$ cat config.mk
export PLATFORM = sky130hd
export DESIGN_NAME = bus_arbiter_rr
export DESIGN_NICKNAME = d
export VERILOG_FILES = /design/src/rtl/bus_arbiter_rr.sv
export SDC_FILE = /design/constraint.sdc
export NUM_CORES = 1
export LEC_CHECK = 0
export ABC_CLOCK_PERIOD_IN_PS = 8300
export CORE_UTILIZATION = 30
export CTS_CLUSTER_SIZE = 10
export DETAILED_ROUTE_END_ITERATION = 10
export PLACE_DENSITY = 0.59
export SLEW_MARGIN = 20
export SYNTH_ARGS = -nofsm -noshare
export SYNTH_HDL_FRONTEND = slang
export SYNTH_SLANG_ARGS = --single-unit
$ cat constraint.sdc
create_clock -name clk -period 8.3 [get_ports clk]
set_input_delay 1.66 -clock clk [delete_from_list [all_inputs] [get_ports clk]]
set_output_delay 1.66 -clock clk [all_outputs]
set_load 0.1 [all_outputs]
$ cat src/rtl/bus_arbiter_rr.sv
// Round-robin arbiter for the shared system bus: registered one-hot grant,
// bounded tenure under contention and a fixed turnaround gap between owners.
module bus_arbiter_rr #(
    parameter  int NUM_DEVICES = 8,
    parameter  int C_WIDTH     = 8,
    parameter  int MAX_TENURE  = 16,
    parameter  int TURNAROUND  = 1,
    localparam int ID_W        = (NUM_DEVICES > 1) ? $clog2(NUM_DEVICES) : 1,
    localparam int TEN_W       = $clog2(MAX_TENURE),
    localparam int GAP_W       = $clog2(TURNAROUND + 1)
) (
    input  logic                           clk,
    input  logic                           reset_L,
    input  logic [NUM_DEVICES-1:0]         req,
    input  logic [NUM_DEVICES*C_WIDTH-1:0] ctrl_in,
    output logic [NUM_DEVICES-1:0]         ack,
    output logic [ID_W-1:0]                grant_id,
    output logic                           busy,
    output logic [C_WIDTH-1:0]             ctrl_out,
    output logic                           timeout
);

    // state | meaning
    // IDLE  | no owner, arbitrate on every edge
    // GRANT | ack held by grant_id, tenure counter running
    // GAP   | turnaround, ack low, arbitrate on the last gap edge
    typedef enum logic [1:0] {IDLE, GRANT, GAP} state_t;

    localparam int                SUM_W     = ID_W + 1;
    localparam logic [SUM_W-1:0]  NUM_DEV_W = SUM_W'(NUM_DEVICES);
    localparam logic [TEN_W-1:0]  TEN_LAST  = TEN_W'(MAX_TENURE - 1);
    localparam logic [GAP_W-1:0]  GAP_LAST  = GAP_W'(TURNAROUND - 1);
    localparam logic [ID_W-1:0]   LAST_RST  = ID_W'(NUM_DEVICES - 1);

    state_t                 state_q, state_d;
    logic [NUM_DEVICES-1:0] ack_d;
    logic [ID_W-1:0]        grant_id_d;
    logic [ID_W-1:0]        last_id_q, last_id_d;
    logic [TEN_W-1:0]       ten_cnt_q, ten_cnt_d;
    logic [GAP_W-1:0]       gap_cnt_q, gap_cnt_d;
    logic                   timeout_d;

    logic                   win_found;
    logic [ID_W-1:0]        win_id;
    logic [SUM_W-1:0]       scan_sum;
    logic [ID_W-1:0]        scan_idx;
    logic                   others_req;
    logic                   arb_now;

    logic [C_WIDTH-1:0]     ctrl_arr [NUM_DEVICES];

    for (genvar g = 0; g < NUM_DEVICES; g++) begin : g_ctrl
        assign ctrl_arr[g] = ctrl_in[g*C_WIDTH +: C_WIDTH];
    end

    assign busy       = |ack;
    assign ctrl_out   = busy ? ctrl_arr[grant_id] : '0;
    assign others_req = |(req & ~ack);

    // Scan starts one past the previous winner so the last owner ranks lowest.
    always_comb begin
        win_found = 1'b0;
        win_id    = '0;
        scan_sum  = '0;
        scan_idx  = '0;
        for (int i = 1; i <= NUM_DEVICES; i++) begin
            scan_sum = {1'b0, last_id_q} + SUM_W'(i);
            if (scan_sum >= NUM_DEV_W) begin
                scan_sum = scan_sum - NUM_DEV_W;
            end
            scan_idx = scan_sum[ID_W-1:0];
            if (!win_found && req[scan_idx]) begin
                win_found = 1'b1;
                win_id    = scan_idx;
            end
        end
    end

    always_comb begin
        state_d    = state_q;
        ack_d      = ack;
        grant_id_d = grant_id;
        last_id_d  = last_id_q;
        ten_cnt_d  = ten_cnt_q;
        gap_cnt_d  = gap_cnt_q;
        timeout_d  = 1'b0;
        arb_now    = 1'b0;

        case (state_q)
            IDLE: begin
                arb_now = 1'b1;
            end
            GRANT: begin
                if (!req[grant_id]) begin
                    ack_d     = '0;
                    state_d   = GAP;
                    gap_cnt_d = '0;
                    ten_cnt_d = '0;
                end else if (ten_cnt_q == TEN_LAST) begin
                    // Saturated owner keeps the bus until someone else asks.
                    if (others_req) begin
                        ack_d     = '0;
                        timeout_d = 1'b1;
                        state_d   = GAP;
                        gap_cnt_d = '0;
                        ten_cnt_d = '0;
                    end
                end else begin
                    ten_cnt_d = ten_cnt_q + TEN_W'(1);
                end
            end
            GAP: begin
                if (gap_cnt_q == GAP_LAST) begin
                    arb_now = 1'b1;
                end else begin
                    gap_cnt_d = gap_cnt_q + GAP_W'(1);
                end
            end
            default: begin
                ack_d   = '0;
                state_d = IDLE;
            end
        endcase

        if (arb_now) begin
            if (win_found) begin
                state_d    = GRANT;
                ack_d      = NUM_DEVICES'(1) << win_id;
                grant_id_d = win_id;
                last_id_d  = win_id;
                ten_cnt_d  = '0;
            end else begin
                state_d = IDLE;
            end
        end
    end

    always_ff @(posedge clk or negedge reset_L) begin
        if (!reset_L) begin
            state_q   <= IDLE;
            ack       <= '0;
            grant_id  <= '0;
            last_id_q <= LAST_RST;
            ten_cnt_q <= '0;
            gap_cnt_q <= '0;
            timeout   <= 1'b0;
        end else begin
            state_q   <= state_d;
            ack       <= ack_d;
            grant_id  <= grant_id_d;
            last_id_q <= last_id_d;
            ten_cnt_q <= ten_cnt_d;
            gap_cnt_q <= gap_cnt_d;
            timeout   <= timeout_d;
        end
    end

endmodule

# == Word level (Yosys, flattened, before mapping) ==
# Cells that the tools add are included.
# word_totals
reg_bits,22
latchBits,0
ram_bits,0
rom_bits,0
in_bits,74
wordCells,152
mem_count,0
# classes
addsub,18
n_mul,0
div,0
n_lt_le_gt_ge,18
eq_ne,8
shifts,1
n_mux,75
bitwise_logic,3
n_reduce_logical,22
# op_table
cell,n
$mux 8,8
$mux 3,16
$ge 4x4->1 const B,9
$lt 3x4->1 const B,9
$bmux 1 s3,9
$mux 1,27
$bmux 8 s3,1
$mux 4,6
$sub 3x1->3 const B,8
$add 3x3->4 const B,4
$pmux 8 s2,1
$reduce_or 8->1,2
$add 3x2->4 const B,2
$and 8x8->8,1
$mux 2,4
$ne 4x4->1 const B,2
$not 8->8,1
$shl 1x3->8 const A,1
$logic_and 1x1->1,7
$logic_not 1->1,7
$ne 3x3->1 const B,2
$reduce_and 3->1,2
$add 3x1->4 const B,1
$add 3x4->4 const B,1
other kinds (13),14

# == Depth between registers and ports, before layout ==
# depth
ltp_word,30
ltp_mapped,15
depth_no_buf,9

# == Worst setup path before layout ==
# Ideal clock, no wire load.
# synth_path
kind,register to output
startpoint,reg grant_id[0]
endpoint,out ctrl_out[6]
arrival_ps,3510
required_ps,6640
path_slack_ps,3130
path_stages_with_launch,6
n_path_buf,2
cell_sequence,dfrtp_1 > buf_2 > buf_1 > mux4_2 > mux2i_1 > nor2_1
# synth_via
elab_chain_cells,5
# synth_rtl
item,line_no,source
"start, declared",17,"output logic [ID_W-1:0] grant_id,"
"start signal, assigned",150,grant_id <= grant_id_d;
$not 3->4 (implied by the code),57,assign ctrl_out = busy ? ctrl_arr[grant_id] : '0;
$bmux 8 s3,57,
$mux 8 (implied by the code) (2 in a row),57,
$mux 8,57,
"end, declared",19,"output logic [C_WIDTH-1:0] ctrl_out,"
# No other way between the ends. The select of a mux whose other input is x is not followed.

# == Final worst setup path ==
# layout_path
startpoint,in ctrl_in[30]
endpoint,out ctrl_out[6]
# layout_via
elab_chain_cells,4
# layout_rtl
item,line_no,source
"start, declared",15,"input logic [NUM_DEVICES*C_WIDTH-1:0] ctrl_in,"
$bmux 8 s3,57,
$mux 8 (implied by the code) (2 in a row),57,
$mux 8,57,
# No other way between the ends. The select of a mux whose other input is x is not followed.

==> impl_metrics.env <==
export IMPL_startpoint_type="input pin"
export IMPL_cts_tree="done"
export IMPL_initial_utilization_pct=31.5
export IMPL_fin_util_pct=43.9
export IMPL_pin_count=95
export IMPL_startpoint="ctrl_in[30]"
export IMPL_layout_common_cells="94 x clkdlybuf4s50_1, 31 x mux4_2, 23 x nand2_1"
export IMPL_post_place_ws_ns=2.87
export IMPL_slew_limit_headroom_pct=34.0
export IMPL_finalCritPeriodShare_pct=65.3
export IMPL_vias=2492
export IMPL_final_max_slew_viol_count=0
export IMPL_ys_warn_count=0
export IMPL_path_common_cell="clkdlybuf4s50_1"
export IMPL_grt_overflow=0
export IMPL_clk_path_buf_depth=2
export IMPL_ys_seq_area_share_pct=20.1
export IMPL_drc=0
export IMPL_ys_types=62
export IMPL_muxShareOfSynthArea_pct=39.3
export IMPL_critPathSlowestCell="clkdlybuf4s50_1"
export IMPL_synth_compound_area_share_pct=17.5
export IMPL_fp_dieW_um=95.6
export IMPL_path_clk_slew_ns=0.07
export IMPL_clock_latency_ns=0.26
export IMPL_syn_area_mm2=0.00263
export IMPL_slowest_delay_ns=0.99
export IMPL_grt_max_degree=26
export IMPL_synth_edf_count=0
export IMPL_irDropWorstVdd_mv=0.168
export IMPL_reg2reg_setup_slack_ns=4.14
export IMPL_max_cap_viol_count=0
export IMPL_fmax_mhz=185
export IMPL_grt_setup_unrepaired="no"
export IMPL_sw_frac_of_total_pct=57.1
export IMPL_setup_viol=0
export IMPL_worstPathCellList="clkdlybuf4s50_1, mux4_2, mux2i_1, nor2_1, clkdlybuf4s50_1"
export IMPL_combPwrFrac_pct=82.0
export IMPL_ys_ff_latch=21
export IMPL_cts_resized=0
export IMPL_intPower_mw=0.705
export IMPL_cp_arrival_ns=3.76
export IMPL_drtIter0Drc=76
export IMPL_rows=33
export IMPL_status="finished clean"
export IMPL_fin_skew_ns=0.0115
export IMPL_antenna_found_initial=0
export IMPL_cp_required_ns=6.64
export IMPL_grt_pass1_wl_um=12100
export IMPL_dr_pass1_iters=4
export IMPL_hold_viol=0
export IMPL_dp_hpwl_um=5950
export IMPL_seqPwrFrac_pct=13.9
export IMPL_rr_startpoint="last_id_q[0]$_DFFE_PN1P_"
export IMPL_dieArea_mm2=0.00914
export IMPL_via_per_inst=5.65
export IMPL_power_switching_mw=0.939
export IMPL_power_density_mw_per_mm2=449
export IMPL_synthAdderAreaFrac_pct=1.43
export IMPL_diodes=0
export IMPL_synth_xor_area_share_pct=1.00
export IMPL_p_leak_nw=1.42
export IMPL_fin_cells=441
export IMPL_critPathMaxFanout=1
export IMPL_syn_area_per_cell_um2=10.3
export IMPL_wl_per_cell_um=17.9
export IMPL_syn_inst=254
export IMPL_crit_path_end_kind="primary output"
export IMPL_criticalPathCategory="in -> out"
export IMPL_finalSetupTns_ns=0
export IMPL_cts_sinks=21
export IMPL_yosys_most_used_dff="dfrtp_1"
export IMPL_async_flop_share_pct=100
export IMPL_routed_wl_um=7890
export IMPL_portBuffers=94
export IMPL_routabilityCongestion=0.820
export IMPL_cts_buffers=3
export IMPL_postRouteAntennaNets=0
export IMPL_period_minus_slack_ns=5.42
export IMPL_layout_setup_ws_ns=2.88
export IMPL_ctsHoldBuffers=0
export IMPL_area_growth_pct=39.2
export IMPL_cts_setup_buffers=0
export IMPL_coreArea_mm2=0.00834
export IMPL_synth_top_family_by_area="multiplexers"
export IMPL_worst_slew_pin_slew_ns=0.987
export IMPL_syn_nets=331
export IMPL_grtUsageTotal_pct=16.9
export IMPL_dieHeight_um=95.6
export IMPL_yosys_area_share_simple_pct=14.9
export IMPL_grt_pass1_vias=2283
export IMPL_finalNetCount=414
export IMPL_min_from="ack[6]$_DFF_PN0_"
export IMPL_drive_above_1_share_pct=18.2
export IMPL_dp_cells=437
export IMPL_root_buffer="clkbuf_8"
export IMPL_layout_commonest_cell="clkdlybuf4s50_1"
export IMPL_h_tree_depth=1
export IMPL_worstHoldPathType="reg -> reg"
export IMPL_p_clk_share_pct=4.1
sequential cells by signal, indices dropped and copies added, names as in the netlist:
signal     count
ack            8
ten_cnt_q      4
grant_id       3
last_id_q      3
state_q        2
timeout        1
power by group through the flow:
stage / Clock (mW) / Sequential, mW / Combinational (mW)
3_3_place_gp: 0 / 0.233 / 1.34
4_1_cts: 0.0697 / 0.231 / 1.35
3_5_place_dp: 0 / 0.233 / 1.35
2_1_floorplan: 0 / 0.244 / 1.06
6_report: 0.0671 / 0.229 / 1.35
5_1_grt: 0.0729 / 0.241 / 1.44
cells in the mapped netlist (3+ instances only):
master    instances  share of area (%)
clkbuf_1          6               0.86
o21ai_1           4               0.76
o21ai_0           8                1.5
ha_1              3                1.4
buf_6             3                1.3
o22ai_1           5                1.2
o41ai_2           3                1.9
nor2_1           20                2.9
a21oi_1           8                1.5
nand2b_1          3               0.71
buf_2             5               0.95
dfstp_2           3                3.0
inv_1            14                2.0
and3_1            5                1.2
a211oi_1          3               0.86
nand3b_1          3               0.86
nand2_1          23                3.3
mux2i_1          20                7.6
nor2b_1           3               0.71
mux2_2            6                2.6
mux2_1            4                1.7
and2_1            4               0.95
mux4_2           31                 27
dfrtp_1          18                 17
layout make-up:
class / instances / area [µm²]
clock inverter: 1 / 5.00
tap: 105 / 131
sequential: 21 / 529
clock buffer: 3 / 41.3
fill: 820 / 4680
timing repair buffer: 95 / 948
inverter: 15 / 56.3
multi-input combinational: 201 / 1950
critical path: cells and delay by family:
family	cells	cell delay, ns
buffers and inverters	2	1.40
multiplexers	2	0.64
AND/OR/NAND/NOR	1	0.05
final timing paths:
kind                                          end  depth (start not counted)
setup / recovery                      ctrl_out[6]                          5
hold reg to reg                  ack[6]$_DFF_PN0_                          2
min in group asynchronous        ack[5]$_DFF_PN0_                          1
setup reg to reg                 ack[4]$_DFF_PN0_                          9
hold / removal                   ack[6]$_DFF_PN0_                          2
max in group asynchronous  ten_cnt_q[1]$_DFF_PN0_                          1
kinds of logic after synthesis:
family,after synthesis
adder cells (fa/ha/maj),3
flip-flops,21
XOR/XNOR,3
buffers and inverters,32
multiplexers,62
AND/OR/NAND/NOR,76
AO/OA/AOI/OAI,57
layer usage:
metal	track usage (%)	wire (µm)	share of wire, %	vias to the layer above
li1	-	-	-	1159
met1	24.1	3530	45	1218
met2	27.9	3650	46	111
met3	2.71	678	8.6	4
met4	1.37	23	0.29	0
met5	0	0	0	-
metrics by stage:
step / power (mW) / cell area (µm²) / hold slack [ns]
detailed placement: 1.58 / 3610 / 0.521
CTS: 1.65 / 3660 / 0.540
floorplan: 1.30 / 2630 / 0.510
global route: 1.76 / 3660 / 0.583
finish: 1.64 / 3660 / 0.542
global placement: 1.57 / 3610 / 0.521
Power figures use the tool's default switching activity.
